**src/rtl/mips_alu_pkg.sv**
```systemverilog
// rtl/mips_alu_pkg.sv - opcode/funct codes, flag indices and FSM states for the ALU arbiter
package mips_alu_pkg;

    typedef enum logic [1:0] {
        IDLE  = 2'd0,
        ISSUE = 2'd1,
        RESP  = 2'd2
    } state_t;

    localparam logic [5:0] OP_RTYPE = 6'd0;
    localparam logic [5:0] OP_BEQ   = 6'd4;
    localparam logic [5:0] OP_BNE   = 6'd5;
    localparam logic [5:0] OP_ADDI  = 6'd8;
    localparam logic [5:0] OP_ADDIU = 6'd9;
    localparam logic [5:0] OP_SLTI  = 6'd10;
    localparam logic [5:0] OP_SLTIU = 6'd11;
    localparam logic [5:0] OP_ANDI  = 6'd12;
    localparam logic [5:0] OP_ORI   = 6'd13;
    localparam logic [5:0] OP_XORI  = 6'd14;
    localparam logic [5:0] OP_LW    = 6'd35;
    localparam logic [5:0] OP_SW    = 6'd43;

    localparam logic [5:0] FN_SLL   = 6'd0;
    localparam logic [5:0] FN_SRL   = 6'd2;
    localparam logic [5:0] FN_SRA   = 6'd3;
    localparam logic [5:0] FN_SLLV  = 6'd4;
    localparam logic [5:0] FN_SRLV  = 6'd6;
    localparam logic [5:0] FN_SRAV  = 6'd7;
    localparam logic [5:0] FN_ADD   = 6'd32;
    localparam logic [5:0] FN_SUBU  = 6'd35;
    localparam logic [5:0] FN_NOR   = 6'd39;
    localparam logic [5:0] FN_SLT   = 6'd42;
    localparam logic [5:0] FN_SLTU  = 6'd43;

    localparam int FLAG_ZERO = 2;
    localparam int FLAG_NEG  = 1;
    localparam int FLAG_OVF  = 0;

endpackage

```
**src/rtl/mips_alu_arbiter_if.sv**
```systemverilog
// rtl/mips_alu_arbiter_if.sv - request/response channels and ALU-side signals of the arbiter
interface mips_alu_arbiter_if #(
    parameter int CNT_W = 16
);
    logic             req0_valid, req1_valid;
    logic             req0_ready, req1_ready;
    logic [31:0]      req0_ins, req1_ins;
    logic [31:0]      req0_rega, req1_rega;
    logic [31:0]      req0_regb, req1_regb;
    logic             rsp0_valid, rsp1_valid;
    logic             rsp0_ready, rsp1_ready;
    logic [31:0]      rsp_result;
    logic [2:0]       rsp_flag;
    logic             rsp_err;
    logic [31:0]      alu_ins, alu_rega, alu_regb;
    logic [31:0]      alu_result;
    logic [2:0]       alu_flag;
    logic             busy;
    logic [CNT_W-1:0] issued_cnt;

    modport slave (
        input  req0_valid, req1_valid, req0_ins, req1_ins,
               req0_rega, req1_rega, req0_regb, req1_regb,
               rsp0_ready, rsp1_ready, alu_result, alu_flag,
        output req0_ready, req1_ready, rsp0_valid, rsp1_valid,
               rsp_result, rsp_flag, rsp_err,
               alu_ins, alu_rega, alu_regb, busy, issued_cnt
    );

    modport master (
        output req0_valid, req1_valid, req0_ins, req1_ins,
               req0_rega, req1_rega, req0_regb, req1_regb,
               rsp0_ready, rsp1_ready, alu_result, alu_flag,
        input  req0_ready, req1_ready, rsp0_valid, rsp1_valid,
               rsp_result, rsp_flag, rsp_err,
               alu_ins, alu_rega, alu_regb, busy, issued_cnt
    );
endinterface

```
**src/rtl/mips_alu_legal.sv**
```systemverilog
// rtl/mips_alu_legal.sv - combinational legality and branch pre-decode of a MIPS instruction
module mips_alu_legal
    import mips_alu_pkg::*;
(
    input  logic [31:0] ins,
    output logic        legal,
    output logic        is_branch
);
    logic [5:0] op;
    logic [5:0] fn;
    logic       unused_ins;

    assign op         = ins[31:26];
    assign fn         = ins[5:0];
    assign unused_ins = ^ins[25:6];

    always_comb begin
        legal     = 1'b0;
        is_branch = 1'b0;
        case (op)
            OP_RTYPE: legal = fn inside {FN_SLL, FN_SRL, FN_SRA, FN_SLLV, FN_SRLV, FN_SRAV,
                                         [FN_ADD:FN_NOR], FN_SLT, FN_SLTU};
            OP_BEQ, OP_BNE: begin
                legal     = 1'b1;
                is_branch = 1'b1;
            end
            OP_ADDI, OP_ADDIU, OP_SLTI, OP_SLTIU, OP_ANDI, OP_ORI, OP_XORI, OP_LW, OP_SW:
                legal = 1'b1;
            default: ;
        endcase
    end
endmodule

```
**src/rtl/mips_alu_arbiter.sv**
```systemverilog
// rtl/mips_alu_arbiter.sv - round-robin sharing of one external ALU between two requesters
module mips_alu_arbiter
    import mips_alu_pkg::*;
#(
    parameter int ALU_LAT = 2,
    parameter int CNT_W   = 16
) (
    input  logic               clk,
    input  logic               rst,
    mips_alu_arbiter_if.slave  bus
);
    state_t           state, state_nxt;
    logic             owner, last_grant, grant, any_valid, accept;
    logic             legal, is_branch, br_q, lat_done, rsp_hs;
    logic [3:0]       lat_cnt;
    logic [31:0]      sel_ins, sel_rega, sel_regb;
    logic [31:0]      ins_q, rega_q, regb_q, result_q;
    logic [2:0]       flag_q;
    logic             err_q;
    logic [CNT_W-1:0] cnt_q;

    // On a tie the requester that did not win last time gets the ALU.
    always_comb begin
        any_valid = bus.req0_valid | bus.req1_valid;
        if (bus.req0_valid && bus.req1_valid)
            grant = ~last_grant;
        else
            grant = bus.req1_valid;
    end

    assign accept   = (state == IDLE) && any_valid;
    assign sel_ins  = grant ? bus.req1_ins  : bus.req0_ins;
    assign sel_rega = grant ? bus.req1_rega : bus.req0_rega;
    assign sel_regb = grant ? bus.req1_regb : bus.req0_regb;
    assign lat_done = (lat_cnt == 4'(ALU_LAT - 1));
    assign rsp_hs   = owner ? bus.rsp1_ready : bus.rsp0_ready;

    mips_alu_legal u_legal (
        .ins       (sel_ins),
        .legal     (legal),
        .is_branch (is_branch)
    );

    always_ff @(posedge clk) begin
        if (rst)
            state <= IDLE;
        else
            state <= state_nxt;
    end

    always_comb begin
        state_nxt = state;
        case (state)
            IDLE:    if (accept) state_nxt = legal ? ISSUE : RESP;
            ISSUE:   if (lat_done) state_nxt = RESP;
            RESP:    if (rsp_hs) state_nxt = IDLE;
            default: state_nxt = IDLE;
        endcase
    end

    always_comb begin
        bus.req0_ready = accept && !grant;
        bus.req1_ready = accept && grant;
        bus.rsp0_valid = (state == RESP) && !owner;
        bus.rsp1_valid = (state == RESP) && owner;
        bus.busy       = (state != IDLE);
    end

    always_ff @(posedge clk) begin
        if (rst) begin
            owner      <= 1'b0;
            last_grant <= 1'b1;
            lat_cnt    <= 4'd0;
            br_q       <= 1'b0;
            ins_q      <= 32'd0;
            rega_q     <= 32'd0;
            regb_q     <= 32'd0;
            result_q   <= 32'd0;
            flag_q     <= 3'd0;
            err_q      <= 1'b0;
            cnt_q      <= '0;
        end else begin
            case (state)
                IDLE: begin
                    lat_cnt <= 4'd0;
                    if (accept) begin
                        ins_q      <= sel_ins;
                        rega_q     <= sel_rega;
                        regb_q     <= sel_regb;
                        owner      <= grant;
                        last_grant <= grant;
                        br_q       <= is_branch;
                        if (!legal) begin
                            result_q <= 32'd0;
                            flag_q   <= 3'd0;
                            err_q    <= 1'b1;
                        end
                    end
                end
                ISSUE: begin
                    lat_cnt <= lat_cnt + 4'd1;
                    if (lat_done) begin
                        // Branch results from the ALU are undefined, so report zero.
                        result_q <= br_q ? 32'd0 : bus.alu_result;
                        flag_q   <= bus.alu_flag;
                        err_q    <= 1'b0;
                        cnt_q    <= cnt_q + CNT_W'(1);
                    end
                end
                default: ;
            endcase
        end
    end

    assign bus.alu_ins    = ins_q;
    assign bus.alu_rega   = rega_q;
    assign bus.alu_regb   = regb_q;
    assign bus.rsp_result = result_q;
    assign bus.rsp_flag   = flag_q;
    assign bus.rsp_err    = err_q;
    assign bus.issued_cnt = cnt_q;
endmodule
```
**src/flat_wrapper.sv**
```systemverilog
// flat-port wrapper written by rule: the top's interface ports become plain ports
module mips_alu_arbiter_flat import mips_alu_pkg::*;
#(
    parameter int ALU_LAT = 2,
    parameter int CNT_W   = 16
)
  (clk, rst, bus_req0_valid, bus_req1_valid, bus_req0_ins, bus_req1_ins, bus_req0_rega, bus_req1_rega, bus_req0_regb, bus_req1_regb, bus_rsp0_ready, bus_rsp1_ready, bus_alu_result, bus_alu_flag, bus_req0_ready, bus_req1_ready, bus_rsp0_valid, bus_rsp1_valid, bus_rsp_result, bus_rsp_flag, bus_rsp_err, bus_alu_ins, bus_alu_rega, bus_alu_regb, bus_busy, bus_issued_cnt);
  mips_alu_arbiter_if #(.CNT_W(CNT_W)) bus_i ();
  input  logic clk;
  input  logic rst;
  input wire logic [$bits(bus_i.req0_valid)-1:0] bus_req0_valid;
  input wire logic [$bits(bus_i.req1_valid)-1:0] bus_req1_valid;
  input wire logic [$bits(bus_i.req0_ins)-1:0] bus_req0_ins;
  input wire logic [$bits(bus_i.req1_ins)-1:0] bus_req1_ins;
  input wire logic [$bits(bus_i.req0_rega)-1:0] bus_req0_rega;
  input wire logic [$bits(bus_i.req1_rega)-1:0] bus_req1_rega;
  input wire logic [$bits(bus_i.req0_regb)-1:0] bus_req0_regb;
  input wire logic [$bits(bus_i.req1_regb)-1:0] bus_req1_regb;
  input wire logic [$bits(bus_i.rsp0_ready)-1:0] bus_rsp0_ready;
  input wire logic [$bits(bus_i.rsp1_ready)-1:0] bus_rsp1_ready;
  input wire logic [$bits(bus_i.alu_result)-1:0] bus_alu_result;
  input wire logic [$bits(bus_i.alu_flag)-1:0] bus_alu_flag;
  output wire logic [$bits(bus_i.req0_ready)-1:0] bus_req0_ready;
  output wire logic [$bits(bus_i.req1_ready)-1:0] bus_req1_ready;
  output wire logic [$bits(bus_i.rsp0_valid)-1:0] bus_rsp0_valid;
  output wire logic [$bits(bus_i.rsp1_valid)-1:0] bus_rsp1_valid;
  output wire logic [$bits(bus_i.rsp_result)-1:0] bus_rsp_result;
  output wire logic [$bits(bus_i.rsp_flag)-1:0] bus_rsp_flag;
  output wire logic [$bits(bus_i.rsp_err)-1:0] bus_rsp_err;
  output wire logic [$bits(bus_i.alu_ins)-1:0] bus_alu_ins;
  output wire logic [$bits(bus_i.alu_rega)-1:0] bus_alu_rega;
  output wire logic [$bits(bus_i.alu_regb)-1:0] bus_alu_regb;
  output wire logic [$bits(bus_i.busy)-1:0] bus_busy;
  output wire logic [$bits(bus_i.issued_cnt)-1:0] bus_issued_cnt;
  assign bus_i.req0_valid = bus_req0_valid;
  assign bus_i.req1_valid = bus_req1_valid;
  assign bus_i.req0_ins = bus_req0_ins;
  assign bus_i.req1_ins = bus_req1_ins;
  assign bus_i.req0_rega = bus_req0_rega;
  assign bus_i.req1_rega = bus_req1_rega;
  assign bus_i.req0_regb = bus_req0_regb;
  assign bus_i.req1_regb = bus_req1_regb;
  assign bus_i.rsp0_ready = bus_rsp0_ready;
  assign bus_i.rsp1_ready = bus_rsp1_ready;
  assign bus_i.alu_result = bus_alu_result;
  assign bus_i.alu_flag = bus_alu_flag;
  assign bus_req0_ready = bus_i.req0_ready;
  assign bus_req1_ready = bus_i.req1_ready;
  assign bus_rsp0_valid = bus_i.rsp0_valid;
  assign bus_rsp1_valid = bus_i.rsp1_valid;
  assign bus_rsp_result = bus_i.rsp_result;
  assign bus_rsp_flag = bus_i.rsp_flag;
  assign bus_rsp_err = bus_i.rsp_err;
  assign bus_alu_ins = bus_i.alu_ins;
  assign bus_alu_rega = bus_i.alu_rega;
  assign bus_alu_regb = bus_i.alu_regb;
  assign bus_busy = bus_i.busy;
  assign bus_issued_cnt = bus_i.issued_cnt;
  mips_alu_arbiter #(.ALU_LAT(ALU_LAT), .CNT_W(CNT_W)) u_core (.clk(clk), .rst(rst), .bus(bus_i));
endmodule
```
**config.mk**
```make
export PLATFORM = sky130hd
export DESIGN_NAME = mips_alu_arbiter_flat
export DESIGN_NICKNAME = d
export VERILOG_FILES = /design/src/rtl/mips_alu_pkg.sv /design/src/rtl/mips_alu_arbiter_if.sv /design/src/rtl/mips_alu_legal.sv /design/src/rtl/mips_alu_arbiter.sv /design/src/flat_wrapper.sv
export SDC_FILE = /design/constraint.sdc
export NUM_CORES = 1
export LEC_CHECK = 0
export BUFFER_PORTS_ARGS = -buffer_cell sky130_fd_sc_hd__buf_4
export CAP_MARGIN = 30
export CORE_AREA = 2 2 150 152
export DETAILED_ROUTE_END_ITERATION = 8
export DIE_AREA = 0 0 152 154
export PLACE_DENSITY = 0.67
export SYNTH_ARGS = -nofsm -noshare
export SYNTH_HDL_FRONTEND = slang
export SYNTH_SLANG_ARGS = --single-unit
export TNS_END_PERCENT = 10
```
**constraint.sdc**
```tcl
create_clock -name clk -period 2.23 [get_ports clk]
set_input_delay 0.223 -clock clk [delete_from_list [all_inputs] [get_ports clk]]
set_output_delay 0.223 -clock clk [all_outputs]
set_load 0.01 [all_outputs]
```
==> reports/qor.yml <==
cts_root_buf: "clkbuf_16"
synth.most_common_cell: "nand2_1"
grt_pass1_vias: 7159
ys.flop_type: "dfxtp_1"
setup_viol: 0
crit_top_cell: "or3_1"
grt_start_max_net_pins: 81
cp_max_fo: 2
ir_drop_v: 0.0004735
slowest_stage: "or4_4"
place_hpwl_um: 17590
core_um2: 21690
min_period_ps: 2154
yosys.area_share.simple_pct: 23.91
slew_headroom_pct: 60.64
synthTopCellsByCount: "nand2_1 (236), dfxtp_1 (157), nor2_1 (130)"
insertion_delay_ps: 420
htreeDepth: 4
synth-warning-count: 0
worstReg2RegStart: "u_core.lat_cnt[1]"
post-route-drc-count: 0
endpoint_kind: "flip-flop"
hp-start: "bus_req1_regb[23]"
rsz0062_at_grt: "true"
fmax_mhz: 464.2
startpoint_type: "flip-flop"
diodes: 0
final_hold_viol_count: 0
tightest_slew_ps: 590.4
path_cells: "inv_1 -> ha_1 -> or3b_1 -> or4_4 -> or3_1 -> or3_1 -> a21oi_1"
critPathKind: "flip-flop to flip-flop"
p_total_uw: 8093
max_cap_violations: 0
cpPeakStageDelay_ps: 420
crit_path_start: "u_core.lat_cnt[1]"
nets: 1459
antenna_found_initial: 0
placed_cells: 1484
synth_top_family_by_area: "simple AND/OR/NAND/NOR gates"
fin_skew_ps: 12.60
fin_util_pct: 49.18
synth_fa_ha_area_share_pct: 0.5519
p_leak_uw: 0.004678
routabilityCongestion: 0.8295
worstPathRequired_ps: 2570
clkTransAtPathRegs_ps: 70
placed_area_um2: 10090
synth_top_area_share_pct: 46.21
setup-tns-final_ps: 0
grt.total_usage_pct: 19.56
hold_class: "input port to flip-flop"
syn_area_um2: 6802
die_h_um: 154
min_period_over_period_pct: 96.60
synth_cells: 866
yosysSeqAreaShare_pct: 46.21
clockBufferDepth: 2
drt_iter0_markers: 406
synthTopCellsByArea: "dfxtp_1 (46%), nand2_1 (13%), a311oi_1 (12%)"
slew_viol_final: 0
synth_seq_cells: 157
crit_family: "simple AND/OR/NAND/NOR gates"
viasPerCell: 4.956
initial_core_util_pct: 31.36
wire_per_inst_um: 15.67
synth_xor_area_share_pct: 1.545
yosys-mux-area-fraction_pct: 0.4599
row_count: 54
ant_nets: 0
die_w_um: 152
power_density_nw_per_um2: 758.7
async_flop_share_pct: 0
worstPathArrival_ps: 2500
drive_above_1_share_pct: 36.65
clock_sinks: 157
routed-via-count: 7514
avgSynthCellArea_um2: 7.854
synth-compound-area-share_pct: 22.85
numCtsBuffers: 17
grt-ovfl-total: 0
cts_tree: "done"
port_buffers: 385
synth_nets: 1102
crit_buf_inv: 1
status: "completed"
synth.distinct_cells: 43
die_area_um2: 23410
ios: 386
grt_pass1_wl_um: 37470
firstDrtPassIters: 4
postLayoutCellArea_um2: 10670
area_delta_synth_final_pct: 56.83
synth_area_leader_cell: "dfxtp_1"
layout.cells.non_filler: 1516
routed_wl_um: 23760
synth_edf_count: 0
cts_setup_buffers: 0
==> worst paths after layout <==
kind                                to  slack, ps  cells after the start
max          u_core.bus.issued_cnt[15]         80                      7
min            u_core.bus.alu_regb[23]         70                      3
max reg2reg  u_core.bus.issued_cnt[15]         80                      7
min reg2reg         u_core.bus.rsp_err        480                      2
==> logic make-up after synthesis <==
| logic type | count (synthesis) |
|---|---|
| AO/OA/AOI/OAI | 206 |
| XOR/XNOR | 12 |
| AND/OR/NAND/NOR | 405 |
| buffers and inverters | 80 |
| multiplexers | 3 |
| flip-flops | 157 |
| adder cells (fa/ha/maj) | 3 |
==> per-layer routing <==
| layer | GRT usage (%) | part of all wire, % | wire length, µm |
|---|---|---|---|
| met1 | 23.82 | 42 | 10020 |
| met2 | 32.86 | 49 | 11540 |
| met3 | 5.834 | 6.7 | 1602 |
| met4 | 6.987 | 2.5 | 591 |
| met5 | 0 | 0 | 0 |
==> power breakdown <==
| group | leakage (µW) | total (µW) | switching [µW] | internal (µW) |
|---|---|---|---|---|
| sequential | 0.00129 | 3260 | 166 | 3100 |
| combinational | 0.00312 | 2030 | 1050 | 979 |
| clock | 0.000267 | 2800 | 1260 | 1540 |
| total | 0.00468 | 8090 | 2480 | 5620 |
==> worst reg2reg max path, delay by kind of cell (launching register included) <==
family / cells / cell delay (ps)
simple gates: 4 / 1450
buf+inv: 1 / 50
fa+ha+maj: 1 / 130
compound gates: 1 / 130
flops: 1 / 310
==> final cells by class <==
type	count	area, µm²
inverters	7	26.28
multi-input cells	629	3402
fillers	2098	11020
repair buffers	411	3177
well taps	280	350.3
flip-flops and latches	157	3144
clock inverters	12	100.1
clock buffers	20	466.7
==> cell usage in the layout (no fill, tap or decap), types with 7 or more instances in the layout <==
cell type,instances
xnor2_1,7
o21ai_0,7
buf_12,7
a21oi_1,47
nand2_1,236
buf_4,403
a311oi_1,97
a211oi_1,36
nor2_1,128
dfxtp_1,156
inv_1,7
clkbuf_16,17
==> what timing repair did <==
action                                  in CTS  in global routing
hold endpoints to repair                     0                  0
hold buffers                                 0                  0
resized for setup                            0                  3
endpoints found under the setup margin       0                 39
==> registers in the layout (all words and copies together), names as in the netlist <==
| register | cells |
|---|---|
| u_core.br_q | 1 |
| u_core.bus.alu_ins | 32 |
| u_core.bus.alu_rega | 32 |
| u_core.bus.alu_regb | 32 |
| u_core.bus.issued_cnt | 16 |
| u_core.bus.rsp_err | 1 |
| u_core.bus.rsp_flag | 3 |
| u_core.bus.rsp_result | 32 |
| u_core.last_grant | 1 |
| u_core.lat_cnt | 4 |
| u_core.owner | 1 |
| u_core.state | 2 |
==> per-stage QoR <==
stage / worst slack [ps] / hold WS (ps)
finish: 75.80 / 69.78
global placement: 90.39 / 469.6
detailed placement: 89.28 / 476.4
floorplan: -9.565 / 365.0
CTS: 32.40 / 50.38
global route: -1.483 / 51.34
Power figures use the tool's default switching activity.
